==> config.mk <==
export PLATFORM = sky130hd
export DESIGN_NAME = alu_seq_flat
export DESIGN_NICKNAME = d
export VERILOG_FILES = /design/src/rtl/alu_seq_if.sv /design/src/rtl/alu_seq.sv /design/src/flat_wrapper.sv
export SDC_FILE = /design/constraint.sdc
export NUM_CORES = 1
export LEC_CHECK = 0
export CORE_ASPECT_RATIO = 0.9
export CORE_MARGIN = 4
export CORE_UTILIZATION = 50
export DETAILED_ROUTE_END_ITERATION = 7
export PLACE_DENSITY = 0.67
export SLEW_MARGIN = 40
export SYNTH_ARGS = -nofsm -noshare
export SYNTH_HDL_FRONTEND = slang
export SYNTH_SLANG_ARGS = --single-unit
export TNS_END_PERCENT = 10
==> constraint.sdc <==
create_clock -name clk -period 8.7 [get_ports clk]
set_input_delay 1.74 -clock clk [delete_from_list [all_inputs] [get_ports clk]]
set_output_delay 1.74 -clock clk [all_outputs]
set_load 0.02 [all_outputs]
==> src/rtl/alu_seq_if.sv <==
// Operand/request and result/flag bundle between the CPU controller and alu_seq.
// The master side issues requests; the slave side (the ALU) returns registered results.
interface alu_seq_if #(
    parameter int unsigned WIDTH = 32
);
    logic             start;
    logic [3:0]       alu_ctrl;
    logic [WIDTH-1:0] src1;
    logic [WIDTH-1:0] src2;
    logic             busy;
    logic             done;
    logic [WIDTH-1:0] result;
    logic             zero;
    logic             cout;
    logic             overflow;

    modport master (
        output start, alu_ctrl, src1, src2,
        input  busy, done, result, zero, cout, overflow
    );

    modport slave (
        input  start, alu_ctrl, src1, src2,
        output busy, done, result, zero, cout, overflow
    );
endinterface

==> src/rtl/alu_seq.sv <==
// Registered ALU: single-cycle AND/OR/ADD/SUB/SLT/NOR and a WIDTH-cycle
// LSB-first shift-add unsigned multiply, with a start/done handshake.
module alu_seq #(
    parameter int unsigned WIDTH = 32,
    parameter int unsigned CNT_W = $clog2(WIDTH) + 1
) (
    input  logic      clk,
    input  logic      rst,
    alu_seq_if.slave  bus
);
    localparam int unsigned MSB = WIDTH - 1;
    localparam int unsigned PW  = 2 * WIDTH;

    localparam logic [3:0] OP_AND = 4'b0000;
    localparam logic [3:0] OP_OR  = 4'b0001;
    localparam logic [3:0] OP_ADD = 4'b0010;
    localparam logic [3:0] OP_SUB = 4'b0110;
    localparam logic [3:0] OP_SLT = 4'b0111;
    localparam logic [3:0] OP_NOR = 4'b1100;
    localparam logic [3:0] OP_MUL = 4'b1000;

    typedef enum logic {S_IDLE, S_MUL} state_t;

    state_t           state_q, state_d;
    logic             busy_q, busy_d;
    logic             done_q, done_d;
    logic [WIDTH-1:0] result_q, result_d;
    logic             zero_q, zero_d;
    logic             cout_q, cout_d;
    logic             ovf_q, ovf_d;
    logic [PW-1:0]    mcand_q, mcand_d;
    logic [WIDTH-1:0] mplier_q, mplier_d;
    logic [PW-1:0]    acc_q, acc_d;
    logic [CNT_W-1:0] cnt_q, cnt_d;

    logic [WIDTH:0]   sum_w;
    logic [WIDTH:0]   diff_w;
    logic             add_ovf;
    logic             sub_ovf;
    logic [WIDTH-1:0] op_res;
    logic             op_cout;
    logic             op_ovf;
    logic [PW-1:0]    acc_step;

    // Shared adders; SUB and SLT both use A + ~B + 1 so SLT stays correct across overflow.
    assign sum_w   = {1'b0, bus.src1} + {1'b0, bus.src2};
    assign diff_w  = {1'b0, bus.src1} + {1'b0, ~bus.src2} + (WIDTH + 1)'(1);
    assign add_ovf = (bus.src1[MSB] == bus.src2[MSB]) && (sum_w[MSB] != bus.src1[MSB]);
    assign sub_ovf = (bus.src1[MSB] != bus.src2[MSB]) && (diff_w[MSB] != bus.src1[MSB]);
    assign acc_step = mplier_q[0] ? (acc_q + mcand_q) : acc_q;

    // Single-cycle op decode; illegal codes fall through to all-zero result and flags.
    always_comb begin
        op_res  = '0;
        op_cout = 1'b0;
        op_ovf  = 1'b0;
        case (bus.alu_ctrl)
            OP_AND: op_res = bus.src1 & bus.src2;
            OP_OR:  op_res = bus.src1 | bus.src2;
            OP_NOR: op_res = ~(bus.src1 | bus.src2);
            OP_ADD: begin
                op_res  = sum_w[MSB:0];
                op_cout = sum_w[WIDTH];
                op_ovf  = add_ovf;
            end
            OP_SUB: begin
                op_res  = diff_w[MSB:0];
                op_cout = diff_w[WIDTH];
                op_ovf  = sub_ovf;
            end
            OP_SLT: op_res = WIDTH'(diff_w[MSB] ^ sub_ovf);
            default: ;
        endcase
    end

    // Next-state and next-output logic.
    always_comb begin
        state_d  = state_q;
        busy_d   = busy_q;
        done_d   = 1'b0;
        result_d = result_q;
        zero_d   = zero_q;
        cout_d   = cout_q;
        ovf_d    = ovf_q;
        mcand_d  = mcand_q;
        mplier_d = mplier_q;
        acc_d    = acc_q;
        cnt_d    = cnt_q;
        case (state_q)
            S_IDLE: begin
                if (bus.start) begin
                    if (bus.alu_ctrl == OP_MUL) begin
                        mcand_d  = PW'(bus.src1);
                        mplier_d = bus.src2;
                        acc_d    = '0;
                        cnt_d    = CNT_W'(WIDTH);
                        busy_d   = 1'b1;
                        state_d  = S_MUL;
                    end else begin
                        result_d = op_res;
                        zero_d   = (op_res == '0);
                        cout_d   = op_cout;
                        ovf_d    = op_ovf;
                        done_d   = 1'b1;
                    end
                end
            end
            S_MUL: begin
                acc_d    = acc_step;
                mcand_d  = mcand_q << 1;
                mplier_d = mplier_q >> 1;
                cnt_d    = cnt_q - CNT_W'(1);
                if (cnt_q == CNT_W'(1)) begin
                    result_d = acc_step[MSB:0];
                    zero_d   = (acc_step[MSB:0] == '0);
                    ovf_d    = |acc_step[PW-1:WIDTH];
                    cout_d   = 1'b0;
                    busy_d   = 1'b0;
                    done_d   = 1'b1;
                    state_d  = S_IDLE;
                end
            end
            default: state_d = S_IDLE;
        endcase
    end

    always_ff @(posedge clk) begin
        if (rst) begin
            state_q  <= S_IDLE;
            busy_q   <= 1'b0;
            done_q   <= 1'b0;
            result_q <= '0;
            zero_q   <= 1'b1;
            cout_q   <= 1'b0;
            ovf_q    <= 1'b0;
            mcand_q  <= '0;
            mplier_q <= '0;
            acc_q    <= '0;
            cnt_q    <= '0;
        end else begin
            state_q  <= state_d;
            busy_q   <= busy_d;
            done_q   <= done_d;
            result_q <= result_d;
            zero_q   <= zero_d;
            cout_q   <= cout_d;
            ovf_q    <= ovf_d;
            mcand_q  <= mcand_d;
            mplier_q <= mplier_d;
            acc_q    <= acc_d;
            cnt_q    <= cnt_d;
        end
    end

    assign bus.busy     = busy_q;
    assign bus.done     = done_q;
    assign bus.result   = result_q;
    assign bus.zero     = zero_q;
    assign bus.cout     = cout_q;
    assign bus.overflow = ovf_q;
endmodule

==> src/flat_wrapper.sv <==
// flat-port wrapper written by rule: the top's interface ports become plain ports
module alu_seq_flat 
#(
    parameter int unsigned WIDTH = 32,
    parameter int unsigned CNT_W = $clog2(WIDTH) + 1
)
  (clk, rst, bus_start, bus_alu_ctrl, bus_src1, bus_src2, bus_busy, bus_done, bus_result, bus_zero, bus_cout, bus_overflow);
  alu_seq_if #(.WIDTH(WIDTH)) bus_i ();
  input  logic clk;
  input  logic rst;
  input wire logic [$bits(bus_i.start)-1:0] bus_start;
  input wire logic [$bits(bus_i.alu_ctrl)-1:0] bus_alu_ctrl;
  input wire logic [$bits(bus_i.src1)-1:0] bus_src1;
  input wire logic [$bits(bus_i.src2)-1:0] bus_src2;
  output wire logic [$bits(bus_i.busy)-1:0] bus_busy;
  output wire logic [$bits(bus_i.done)-1:0] bus_done;
  output wire logic [$bits(bus_i.result)-1:0] bus_result;
  output wire logic [$bits(bus_i.zero)-1:0] bus_zero;
  output wire logic [$bits(bus_i.cout)-1:0] bus_cout;
  output wire logic [$bits(bus_i.overflow)-1:0] bus_overflow;
  assign bus_i.start = bus_start;
  assign bus_i.alu_ctrl = bus_alu_ctrl;
  assign bus_i.src1 = bus_src1;
  assign bus_i.src2 = bus_src2;
  assign bus_busy = bus_i.busy;
  assign bus_done = bus_i.done;
  assign bus_result = bus_i.result;
  assign bus_zero = bus_i.zero;
  assign bus_cout = bus_i.cout;
  assign bus_overflow = bus_i.overflow;
  alu_seq #(.WIDTH(WIDTH), .CNT_W(CNT_W)) u_core (.clk(clk), .rst(rst), .bus(bus_i));
endmodule
==> flow_summary.toml <==
[power]
irDropWorstVdd_mv = 0.150
power_leakage_uw = 0.00837
power-per-cell-area_mw_per_mm2 = 128

[setup_path]
timing.critical_path.from_type = "primary input"
criticalPathCategory = "in2reg"
slowest_delay_ns = 0.57
worst-endpoint-arrival_ns = 7.82
cp_cell_sequence = "clkdlybuf4s50_1 > inv_1 > ha_1 > or4_1 > or4_1 > a21oi_2 > o21ai_1 > nand2_1 > a211oi_1 > o31ai_1 > a21oi_1 > o21bai_1 > fa_1 > nand3b_1 > a211o_1 > nand3_1 > nor3_1 > nand4_1 > nor4_1 > o2111ai_1 > nor4_1 > nand4_1 > nor4_1 > a211o_1"
timing.critical_path.mode_cell = "sky130_fd_sc_hd__nor4_1"
timing.critical_path.to_type = "flop"
crit_fanout = 13
worst_ep_required_time_ns = 9.19
critical-path-slowest-cell = "sky130_fd_sc_hd__clkdlybuf4s50_1"

[yosys]
synth-seq-area-share_pct = 21.7
synth_top_cell_by_area = "sky130_fd_sc_hd__dfxtp_1"
synthesis.yosys.warnings = 0
synth_fp_nets = 2926
synthesis.area_sq_mm = 0.0189
post-synth-top-area-fraction_pct = 21.7
top_count_cell_post_synth = "sky130_fd_sc_hd__a21oi_1"
average_cell_area_after_synthesis_sq_um = 7.03
synth_cell_types = 88
synth_ff_type = "sky130_fd_sc_hd__dfxtp_1"
synth.ff_latch_count = 204
biggest_area_contributors_in_the_synthesized_netlist = "sky130_fd_sc_hd__dfxtp_1 22%, sky130_fd_sc_hd__ha_1 11%, sky130_fd_sc_hd__a21oi_1 10%"
synth_async_sr_flop_share_pct = 0
post_synth_inst_count = 2682
synth_common_cells = "392 x sky130_fd_sc_hd__a21oi_1, 318 x sky130_fd_sc_hd__nor2_1, 279 x sky130_fd_sc_hd__nand2_1"
synth-edff-count = 0

[clocking]
insertion_delay_ns = 0.55
cts-htree-levels = 1
cts-hold-fix-buffers = 0
cts-root-to-sink-buffers = 3
numCtsBuffers = 26
cts_repair_resize_count = 0
cts.sinks = 204
cts_setup_buffers = 0
tritoncts = "built"
clk_root_buffer_cell = "sky130_fd_sc_hd__clkbuf_16"
clk_pin_slew_worst_paths_ns = 0.07

[floorplan]
floorplan.core_area_sq_mm = 0.0372
design.die.area_sq_mm = 0.0409
start_util_pct = 50.7
design.portCount = 108
core.rowCount = 67
floorplan.die.width_um = 213
die_h_um = 192

[min_path]
min-delay-path-class = "reg2reg"

[sta]
timing_max_transition_violations_final = 0
fmaxAchievable_ghz = 0.137
setup-tns-final_ns = 0
finalWorstPathRequiredPeriod_ns = 7.33
period_share_pct = 84.2
max_slew_margin_pct = 40.3
hold_viol_final = 0
tightestPinTransition_ns = 0.888
final_critical_path_setup_slack_ns = 1.37
setup_violations = 0
timing.clock.skew_ns = 0.0155
setup_repair_after_global_routing_missed_its_margin = "false"

[drt]
drt_wl_total_mm = 72.2
detail_route.iter0.violations = 2430
drt_pass1_iterations = 6
drt_drc_violations_left = 0
routedWlPerCell_um = 22.8
via_per_inst = 6.58
route.antenna.remaining_nets = 0
detailroute.via_count = 20900

[global_routing]
antenna_found_initial = 0
grt_pass1_vias = 18700
grt_first_pass_wirelength_mm = 110
grt_max_degree = 94
global_route.overflow_total = 0
grt_usage_pct = 33.9

[cells_and_area]
design.final.nets = 2910
fill_cells = 3633
multi_input_area_sq_mm = 0.0137
sequential_cell_area_sq_mm = 0.00409
antenna_cells = 0
syn2layout_area_growth_pct = 11.8
drive_above_1_share_pct = 5.10

[placement]
globalplace.congestion = 1.04
place.port_buffers = 107
detailed_place_hpwl_mm = 54.0
dpl_worst_slack_ns = 0.994

[run]
max_cap_violations = 0

[outcome]
outcome = "complete, no violations"
## where the power goes
part | switching (uW) | leakage [uW] | internal [uW]
clock | 456 | 0.000450 | 714
combinational | 350 | 0.00627 | 202
sequential | 20.9 | 0.00165 | 953
## metrics by stage
step | utilization [%] | area, sq um | total power, uW | instances | hold WS [ns]
2_1_floorplan | - | 18900 | 1330 | 2682 | 0.447
3_3_place_gp | 54.1 | 20100 | 1520 | 3120 | 0.449
3_5_place_dp | 54.1 | 20100 | 1530 | 3120 | 0.449
4_1_cts | 56.6 | 21100 | 2700 | 3167 | 0.455
5_1_grt | 56.6 | 21100 | 2790 | 3168 | 0.474
6_report | 56.6 | 21100 | 2700 | 3168 | 0.451
## layout by cell type (no fill, tap or decap), drive strengths merged, types with 12 or more instances in the layout
cell type      instances
a211oi                49
a21o                  22
a21oi                394
a221o                 20
a221oi                27
a22oi                 28
a31oi                 25
and2                  15
and3                  50
buf                   28
clkbuf                34
clkdlybuf4s50        105
dfxtp                204
ha                   169
inv                  120
mux2                  19
mux2i                 24
nand2                279
nand2b                26
nand3                 99
nand4                 39
nor2                 318
nor2b                 23
nor3                  52
nor4                  29
nor4b                 12
o211ai                25
o21a                  25
o21ai                124
o21bai                25
o31ai                 20
xnor2                 33
xor2                  17
## routing by layer
layer	track usage [%]	wire, um	up-vias
met3	5.41	6400	137
met2	48.1	29100	1029
li1	-	-	9767
met5	0	0	-
met1	51.9	34000	9919
met4	10.8	2680	0
## critical path: cells and delay by family
family / cells / cell delay [ns]
adder cells (fa/ha/maj): 2 / 0.78
AO/OA/AOI/OAI: 9 / 1.72
buffers and inverters: 2 / 0.66
AND/OR/NAND/NOR: 11 / 2.91
## sequential cells by signal, summed over array words and instances (netlist names)
signal,cells
u_core.mcand_q,64
u_core.bus.overflow,1
u_core.bus.done,1
u_core.mplier_q,32
u_core.state_q,1
u_core.bus.result,32
u_core.cnt_q,6
u_core.bus.zero,1
u_core.bus.cout,1
u_core.bus.busy,1
u_core.acc_q,64
## logic make-up (layout without fill, tap and decap cells)
kind of cell / after synthesis / in the layout / synth area share [%]
flops: 204 / 204 / 21.7
fa+ha+maj: 173 / 173 / 11.6
simple gates: 1004 / 1004 / 25.1
compound gates: 912 / 912 / 30.9
buf+inv: 296 / 299 / 5.96
xor+xnor: 50 / 50 / 2.32
mux: 43 / 43 / 2.41
## final cells by class
class / instances / share of cell area [%]
inverters: 119 / 2.12
repair buffers: 133 / 6.07
clock buffers: 34 / 3.47
well taps: 483 / 2.87
clock inverters: 13 / 0.879
multi-input cells: 2182 / 65.2
flip-flops and latches: 204 / 19.4
## final timing paths
path | start | end | slack [ns] | cells after the start
setup / recovery | bus_src2[9] | u_core.bus.zero | 1.37 | 24
setup reg to reg | u_core.mcand_q[4] | u_core.bus.overflow | 3.62 | 12
hold / removal | u_core.bus.result[1] | u_core.bus.result[1] | 0.45 | 2
hold reg to reg | u_core.bus.result[1] | u_core.bus.result[1] | 0.45 | 2
Note: power is estimated with default switching activity, not from simulation.
